--- config.mk ---
export PLATFORM = sky130hd
export DESIGN_NAME = reset_sequencer_flat
export DESIGN_NICKNAME = d
export VERILOG_FILES = /design/src/rtl/reset_sequencer_if.sv /design/src/rtl/reset_sequencer.sv /design/src/flat_wrapper.sv
export SDC_FILE = /design/constraint.sdc
export NUM_CORES = 1
export LEC_CHECK = 0
export CAP_MARGIN = 10
export CORE_UTILIZATION = 45
export DETAILED_ROUTE_END_ITERATION = 10
export MAX_ROUTING_LAYER = met4
export SYNTH_ARGS = -nofsm -noshare
export SYNTH_HDL_FRONTEND = slang
export SYNTH_SLANG_ARGS = --single-unit
--- constraint.sdc ---
create_clock -name i_clock -period 2.8 [get_ports i_clock]
set_input_delay 0.42 -clock i_clock [delete_from_list [all_inputs] [get_ports i_clock]]
set_output_delay 0.42 -clock i_clock [all_outputs]
set_load 0.01 [all_outputs]
--- src/rtl/reset_sequencer_if.sv ---
// ============================================================================
//  Module      : reset_sequencer_if
//  Description : Lock/request inputs and reset/ready/ack outputs of the
//                multi-domain reset sequencer.
//  Revision    : 1.0 - initial release
// ============================================================================
`default_nettype none

interface reset_sequencer_if #(
    parameter int STAGES = 3
);
    logic              i_pll_locked;
    logic              i_sw_reset_request;
    logic              o_sw_reset_ack;
    logic [STAGES-1:0] o_stage_reset;
    logic              o_ready;

    // Master drives lock/request and observes the sequencer outputs.
    modport master (
        output i_pll_locked,
        output i_sw_reset_request,
        input  o_sw_reset_ack,
        input  o_stage_reset,
        input  o_ready
    );

    modport slave (
        input  i_pll_locked,
        input  i_sw_reset_request,
        output o_sw_reset_ack,
        output o_stage_reset,
        output o_ready
    );
endinterface

`default_nettype wire

--- src/rtl/reset_sequencer.sv ---
// ============================================================================
//  Module      : reset_sequencer
//  Description : Qualifies PLL lock, releases reset domains in ascending
//                order and services warm resets that keep stage 0 running.
//  Revision    : 1.0 - initial release
// ============================================================================
`default_nettype none

module reset_sequencer #(
    parameter int STAGES   = 3,
    parameter int DELAY    = 16,
    parameter int REQ_HOLD = 8
) (
    input  wire logic         i_clock,
    input  wire logic         i_reset_n,
    reset_sequencer_if.slave  bus
);

    localparam int C_MAX = (DELAY > REQ_HOLD) ? DELAY : REQ_HOLD;
    localparam int CW    = $clog2(C_MAX + 1);
    localparam int IW    = $clog2(STAGES);

    localparam logic [CW-1:0] C_DELAY = CW'(DELAY);
    localparam logic [CW-1:0] C_HOLD  = CW'(REQ_HOLD);
    localparam logic [IW-1:0] C_LAST  = IW'(STAGES - 1);

    typedef enum logic [1:0] {
        S_WAIT_LOCK = 2'd0,
        S_RELEASE   = 2'd1,
        S_RUN       = 2'd2,
        S_SOFT      = 2'd3
    } state_t;

    state_t            state_q, state_d;
    logic [CW-1:0]     cnt_q,   cnt_d;
    logic [IW-1:0]     idx_q,   idx_d;
    logic [STAGES-1:0] stage_q, stage_d;
    logic              ready_q, ready_d;
    logic              ack_q,   ack_d;
    logic              cnt_last;

    // Expiry is the edge on which the counter would reach zero.
    assign cnt_last = (cnt_q <= CW'(1));

    always_ff @(posedge i_clock) begin
        if (!i_reset_n) begin
            state_q <= S_WAIT_LOCK;
            cnt_q   <= C_DELAY;
            idx_q   <= '0;
            stage_q <= '1;
            ready_q <= 1'b0;
            ack_q   <= 1'b0;
        end else begin
            state_q <= state_d;
            cnt_q   <= cnt_d;
            idx_q   <= idx_d;
            stage_q <= stage_d;
            ready_q <= ready_d;
            ack_q   <= ack_d;
        end
    end

    always_comb begin
        state_d = state_q;
        cnt_d   = cnt_q;
        idx_d   = idx_q;
        stage_d = stage_q;
        ready_d = ready_q;
        ack_d   = 1'b0;

        if (state_q == S_WAIT_LOCK) begin
            if (!bus.i_pll_locked) begin
                cnt_d = C_DELAY;
            end else if (cnt_last) begin
                stage_d[0] = 1'b0;
                idx_d      = IW'(1);
                cnt_d      = C_DELAY;
                state_d    = S_RELEASE;
            end else begin
                cnt_d = cnt_q - CW'(1);
            end
        end else if (!bus.i_pll_locked) begin
            // Lock loss outranks any pending request.
            stage_d = '1;
            ready_d = 1'b0;
            cnt_d   = C_DELAY;
            idx_d   = '0;
            state_d = S_WAIT_LOCK;
        end else begin
            case (state_q)
                S_RELEASE: begin
                    if (cnt_last) begin
                        stage_d = stage_q & ~(STAGES'(1) << idx_q);
                        cnt_d   = C_DELAY;
                        if (idx_q == C_LAST) begin
                            ready_d = 1'b1;
                            state_d = S_RUN;
                        end else begin
                            idx_d = idx_q + IW'(1);
                        end
                    end else begin
                        cnt_d = cnt_q - CW'(1);
                    end
                end
                S_RUN: begin
                    stage_d = '0;
                    ready_d = 1'b1;
                    if (bus.i_sw_reset_request) begin
                        stage_d = {{(STAGES-1){1'b1}}, 1'b0};
                        ready_d = 1'b0;
                        ack_d   = 1'b1;
                        cnt_d   = C_HOLD;
                        state_d = S_SOFT;
                    end
                end
                S_SOFT: begin
                    if (cnt_last) begin
                        stage_d[1] = 1'b0;
                        if (STAGES == 2) begin
                            ready_d = 1'b1;
                            state_d = S_RUN;
                        end else begin
                            idx_d   = IW'(2);
                            cnt_d   = C_DELAY;
                            state_d = S_RELEASE;
                        end
                    end else begin
                        cnt_d = cnt_q - CW'(1);
                    end
                end
                default: begin
                    state_d = S_WAIT_LOCK;
                end
            endcase
        end
    end

    assign bus.o_stage_reset  = stage_q;
    assign bus.o_ready        = ready_q;
    assign bus.o_sw_reset_ack = ack_q;

endmodule

`default_nettype wire

--- src/flat_wrapper.sv ---
// flat-port wrapper written by rule: the top's interface ports become plain ports
module reset_sequencer_flat 
#(
    parameter int STAGES   = 3,
    parameter int DELAY    = 16,
    parameter int REQ_HOLD = 8
)
  (i_clock, i_reset_n, bus_i_pll_locked, bus_i_sw_reset_request, bus_o_sw_reset_ack, bus_o_stage_reset, bus_o_ready);
  reset_sequencer_if #(.STAGES(STAGES)) bus_i ();
  input  wire logic i_clock;
  input  wire logic i_reset_n;
  input wire logic [$bits(bus_i.i_pll_locked)-1:0] bus_i_pll_locked;
  input wire logic [$bits(bus_i.i_sw_reset_request)-1:0] bus_i_sw_reset_request;
  output wire logic [$bits(bus_i.o_sw_reset_ack)-1:0] bus_o_sw_reset_ack;
  output wire logic [$bits(bus_i.o_stage_reset)-1:0] bus_o_stage_reset;
  output wire logic [$bits(bus_i.o_ready)-1:0] bus_o_ready;
  assign bus_i.i_pll_locked = bus_i_pll_locked;
  assign bus_i.i_sw_reset_request = bus_i_sw_reset_request;
  assign bus_o_sw_reset_ack = bus_i.o_sw_reset_ack;
  assign bus_o_stage_reset = bus_i.o_stage_reset;
  assign bus_o_ready = bus_i.o_ready;
  reset_sequencer #(.STAGES(STAGES), .DELAY(DELAY), .REQ_HOLD(REQ_HOLD)) u_core (.i_clock(i_clock), .i_reset_n(i_reset_n), .bus(bus_i));
endmodule
==> Word level (Yosys, flattened, before mapping) <==
Index checks and enable logic that the tools add are counted.
{ "totals": {"elab_cells": 83, "output_inout_bits": 5, "inputBits": 4, "regBits": 14} }
{ "op_classes": {"mux": 37, "n_eq_ne": 18, "n_addsub": 2, "bitwise": 6, "shift": 1, "order_cmp": 1, "reduce_logical": 10} }
{ "ops": {"columns": ["cell", "count"], "rows": [
  ["2-bit two-way mux", 14],
  ["5-bit two-way mux", 5],
  ["4-bit AND reduction", 4],
  ["4-bit by 1-bit inequality test with 1-bit output, second input constant", 3],
  ["4-bit by 2-bit inequality test with 1-bit output, second input constant", 3],
  ["5-bit one-hot mux with 2 select lines", 1],
  ["3-bit two-way mux", 3],
  ["3-bit by 2-bit inequality test with 1-bit output, second input constant", 3],
  ["1-bit two-way mux", 8],
  ["4-bit by 3-bit inequality test with 1-bit output, second input constant", 2],
  ["2-bit equality test, second input constant", 3],
  ["1-bit one-hot mux with 2 select lines", 3],
  ["2-bit one-hot mux with 3 select lines", 1],
  ["6-bit AND reduction", 1],
  ["5-bit by 1-bit <= comparator with 1-bit output, second input constant", 1],
  ["5-bit by 1-bit subtractor with 5-bit output, second input constant", 1],
  ["1-bit inverter", 4],
  ["2-bit one-hot mux with 2 select lines", 1],
  ["4-bit OR reduction", 1],
  ["3-bit bitwise AND", 1],
  ["3-bit by 1-bit inequality test with 1-bit output, second input constant", 1],
  ["3-bit inverter", 1],
  ["1-bit one-hot mux with 3 select lines", 1],
  ["3-bit AND reduction", 1],
  ["other kinds (8)", 8]
]} }

==> Depth between registers and ports, before layout <==
{ "depth": {"depth_word": 7, "mapped_depth": 8, "mapped_depth_nobuf": 6} }

==> Worst setup path before layout <==
OpenSTA, ideal clock, no wires.
{ "synth_path": {"path_type": "register to register", "startpoint": "reg u_core.state_q[0]", "endpoint": "reg u_core.idx_q[1]", "synth_period_minus_slack_ns": 2.021, "t_arrival_ns": 1.951, "path_buffers": 1, "setup_slack_ns": 0.779, "required_time_ns": 2.730, "path_stages_with_launch": 8, "setup_time_ns": 0.070, "path_cell_list": "dfxtp_1 > inv_1 > ha_1 > clkbuf_1 > nor3_1 > a31oi_1 > or4_1 > a21oi_1"} }
{ "synth_via": {"elab_chain_cells": 4, "word_cells_on_any_way": 13, "classes_between": "eq/ne: 8; mux: 3; reduce/logical: 2"} }
{ "synth_rtl": {"columns": ["element", "line_no", "text"], "rows": [
  ["from (decl)", "reset_sequencer.sv:34", "state_t state_q, state_d;"],
  ["from (signal assigned)", "reset_sequencer.sv:54", "state_q <= state_d;"],
  ["2-bit equality test or 2-bit by 1-bit equality test with 1-bit output (tied branches)", "reset_sequencer.sv:90", "case (state_q)"],
  ["2-bit one-hot mux with 2 select lines", "reset_sequencer.sv:90", null],
  ["2-bit two-way mux", "reset_sequencer.sv:82", "end else if (!bus.i_pll_locked) begin"],
  ["2-bit two-way mux", "reset_sequencer.sv:71", "if (state_q == S_WAIT_LOCK) begin"],
  ["to (signal assigned)", "reset_sequencer.sv:56", "idx_q <= idx_d;"],
  ["to (decl)", "reset_sequencer.sv:36", "logic [IW-1:0] idx_q, idx_d;"]
]} }
Several ways; a longest one is shown, not always the timed one.
A chain may end at the register's enable or synchronous reset.

==> Worst setup path after layout <==
{ "layout_path": {"startpoint": "reg u_core.state_q[1]", "endpoint": "reg u_core.idx_q[1]"} }
The elaborated chain is that of the path after synthesis.

==> out/metrics.json <==
{
  "status": {"value": "completed"},
  "numCtsBuffers": {"value": 3},
  "synth_async_sr_flop_share": {"value": 0},
  "rrSetupSlack": {"value": 0.61, "unit": "ns"},
  "placement.setup.worst_slack": {"value": 0.665, "unit": "ns"},
  "timing.max_cap.violations": {"value": 0},
  "yosys_register_bits": {"value": 14},
  "finalNonFillerCells": {"value": 166},
  "global_route_wire_length_before_repair": {"value": 4230, "unit": "microns"},
  "detail-route-antenna-nets": {"value": 0},
  "cts_resized": {"value": 0},
  "final_count_of_hold_timing_violations": {"value": 0},
  "post-route-min-period": {"value": 2.19, "unit": "ns"},
  "antenna_found_initial": {"value": 0},
  "final.setup_skew": {"value": 0.00278, "unit": "ns"},
  "cp-start-kind": {"value": "flip-flop"},
  "core_region_area": {"value": 2210, "unit": "sq um"},
  "syn_area": {"value": 1050, "unit": "sq um"},
  "drive_gt1_frac": {"value": 0.0942},
  "slew_violations": {"value": 0},
  "grt_max_degree": {"value": 18},
  "power.density_cell_area": {"value": 1020, "unit": "nW/um^2"},
  "timing.critical_path.arrival": {"value": 2.40, "unit": "ns"},
  "hold_buffers": {"value": 0},
  "final.period_utilization": {"value": 0.784},
  "detail_route.iter0.violations": {"value": 27},
  "place.detailed.instances": {"value": 163},
  "final_cell_mix": {"value": "14 x dfxtp_1, 12 x nor2_1, 10 x ha_1"},
  "worst_hold_path_type": {"value": "reg -> reg"},
  "drt-pass1-iter-count": {"value": 4},
  "grt.overflow.total": {"value": 0},
  "synth.avg_cell_area": {"value": 8.07, "unit": "sq um"},
  "first_global_vias": {"value": 922},
  "ios": {"value": 9},
  "port-buffer-count": {"value": 8},
  "filler_cell_count": {"value": 215},
  "worstSetupPathType": {"value": "reg -> reg"},
  "critical_path_top_delay_cell": {"value": "or4_1"},
  "clk_path_buf_depth": {"value": 2},
  "setup.worst_path.end_class": {"value": "flip-flop"},
  "rsz0062_at_grt": {"value": "no"},
  "drt-wirelength-per-cell": {"value": 14.5, "unit": "microns"},
  "ir_drop": {"value": 631, "unit": "uV"},
  "tritoncts_num_sinks": {"value": 14},
  "postRouteWirelength": {"value": 2410, "unit": "microns"},
  "detail_route.vias_per_cell": {"value": 5.93},
  "antenna_diodes": {"value": 0},
  "netlist-cell-type-count": {"value": 44},
  "grt_use_total": {"value": 0.224},
  "final_setup_violating_endpoints": {"value": 0},
  "fp.dieArea": {"value": 2530, "unit": "sq um"},
  "finalHoldWorstSlack": {"value": 0.462, "unit": "ns"},
  "cp_max_fo": {"value": 13},
  "post_synthesis_net_count": {"value": 144},
  "synth.yosys.seq_area_share": {"value": 0.267},
  "critical_path.max_stage_delay": {"value": 0.53, "unit": "ns"},
  "clock_tree.root_cell": {"value": "clkbuf_4"},
  "tritoncts": {"value": "yes"},
  "setup_tns": {"value": 0, "unit": "ns"},
  "nets": {"value": 154},
  "fmax": {"value": 456, "unit": "MHz"},
  "most_common_cell_after_layout_fill_and_taps_aside": {"value": "dfxtp_1"},
  "area.growth.synth_to_final": {"value": 13.1, "unit": "%"},
  "remaining_design_rule_violation_count": {"value": 0},
  "routabilityCongestion": {"value": 0.856},
  "max-slew-margin-rel": {"value": 0.623},
  "edff_count_synth": {"value": 0},
  "floorplan.initialDensity": {"value": 0.474},
  "clkLatencyLatePin": {"value": 0.28, "unit": "ns"},
  "number_of_warnings_reported_in_the_yosys_synthesis_log": {"value": 0},
  "critical_path.cell_chain": {"value": "inv_1 > ha_1 > nor3_1 > a31oi_1 > or4_1 > a21oi_1"},
  "netlist_instances": {"value": 130},
  "fp-row-count": {"value": 17},
  "post_cts_setup_repair_bufs": {"value": 0},
  "cts.htree.levels": {"value": 1},
  "synth_flop_cell": {"value": "dfxtp_1"},
  "leakage": {"value": 0.433, "unit": "nW"},
  "post-route-worst-setup-slack": {"value": 0.606, "unit": "ns"},
  "worst_ep_required_time": {"value": 3.01, "unit": "ns"},
  "floorplan.die.height": {"value": 50.3, "unit": "microns"},
  "die_w": {"value": 50.3, "unit": "microns"},
  "tightest_slew": {"value": 0.562, "unit": "ns"},
  "total_number_of_vias": {"value": 985},
  "utilization": {"value": 0.536},
  "r2r_worst_path_depth": {"value": 6},
  "min_path_cells": {"value": 2},
  "hpwl": {"value": 1720, "unit": "microns"},
  "clkSlewWorstSetupHoldPaths": {"value": 0.08, "unit": "ns"}
}
final cells by class:
| type | instances | area, sq um | share of cell area |
|---|---|---|---|
| inverters | 9 | 33.8 | 0.0285 |
| repair buffers | 11 | 103 | 0.0865 |
| multi-input cells | 101 | 712 | 0.600 |
| clock buffers | 3 | 22.5 | 0.0190 |
| well taps | 28 | 35.0 | 0.0295 |
| flip-flops and latches | 14 | 280 | 0.236 |
path summary, 6_finish.rpt:
path	startpoint	endpoint
worst max-delay path	u_core.state_q[1]	u_core.idx_q[1]
worst min-delay path	u_core.bus.o_ready	u_core.bus.o_ready
worst max register to register	u_core.state_q[1]	u_core.idx_q[1]
worst min register to register	u_core.bus.o_ready	u_core.bus.o_ready
logic make-up after synthesis:
group	Yosys count	synth area share
AOI/OAI and AO/OA	44	0.301
and+or+nand+nor	42	0.209
buffers and inverters	15	0.0537
DFF	14	0.267
adders and majority gates	10	0.119
muxes	5	0.0501
critical path, delay by kind of cell, from the launching register on:
family | cells | cell delay (ns)
AND/OR/NAND/NOR | 2 | 0.85
flip-flops | 1 | 0.48
adder cells (fa/ha/maj) | 1 | 0.38
AO/OA/AOI/OAI | 2 | 0.26
buffers and inverters | 1 | 0.16
registers in the layout (all words and copies together), names as in the netlist:
signal	flops
u_core.bus.o_stage_reset	3
u_core.bus.o_ready	1
u_core.idx_q	2
u_core.cnt_q	5
u_core.state_q	2
u_core.bus.o_sw_reset_ack	1
cell usage after synthesis, types with 3 or more instances:
library cell  instances  area share
clkbuf_1              6       0.021
o21ai_0               8       0.038
nand2_1               9       0.032
a211oi_1              4       0.029
a21oi_1               6       0.029
nand2b_1              6       0.036
inv_1                 9       0.032
nor2_1               12       0.043
mux2i_1               3       0.029
a31oi_1               5       0.030
nor3_1                3       0.014
ha_1                 10        0.12
dfxtp_1              14        0.27
report_power, final:
part	total (mW)	internal (mW)	switching (mW)
combinational	0.763	0.337	0.426
sequential	0.342	0.259	0.0826
clock	0.111	0.0498	0.0609
layer usage:
metal	wire length (microns)	GRT usage	share of wire
met5	0	-	0
met2	1050	0.316	0.44
met3	108	0.0636	0.045
met4	13	0.0476	0.0054
met1	1240	0.313	0.51
stage by stage:
| step | instance area [sq um] | power (mW) |
|---|---|---|
| floorplan | 1050 | 0.908 |
| detailed placement | 1160 | 1.09 |
| global placement | 1160 | 1.10 |
| global route | 1190 | 1.33 |
| finish | 1190 | 1.22 |
| CTS | 1190 | 1.21 |
Note: power is estimated with default switching activity, not from simulation.
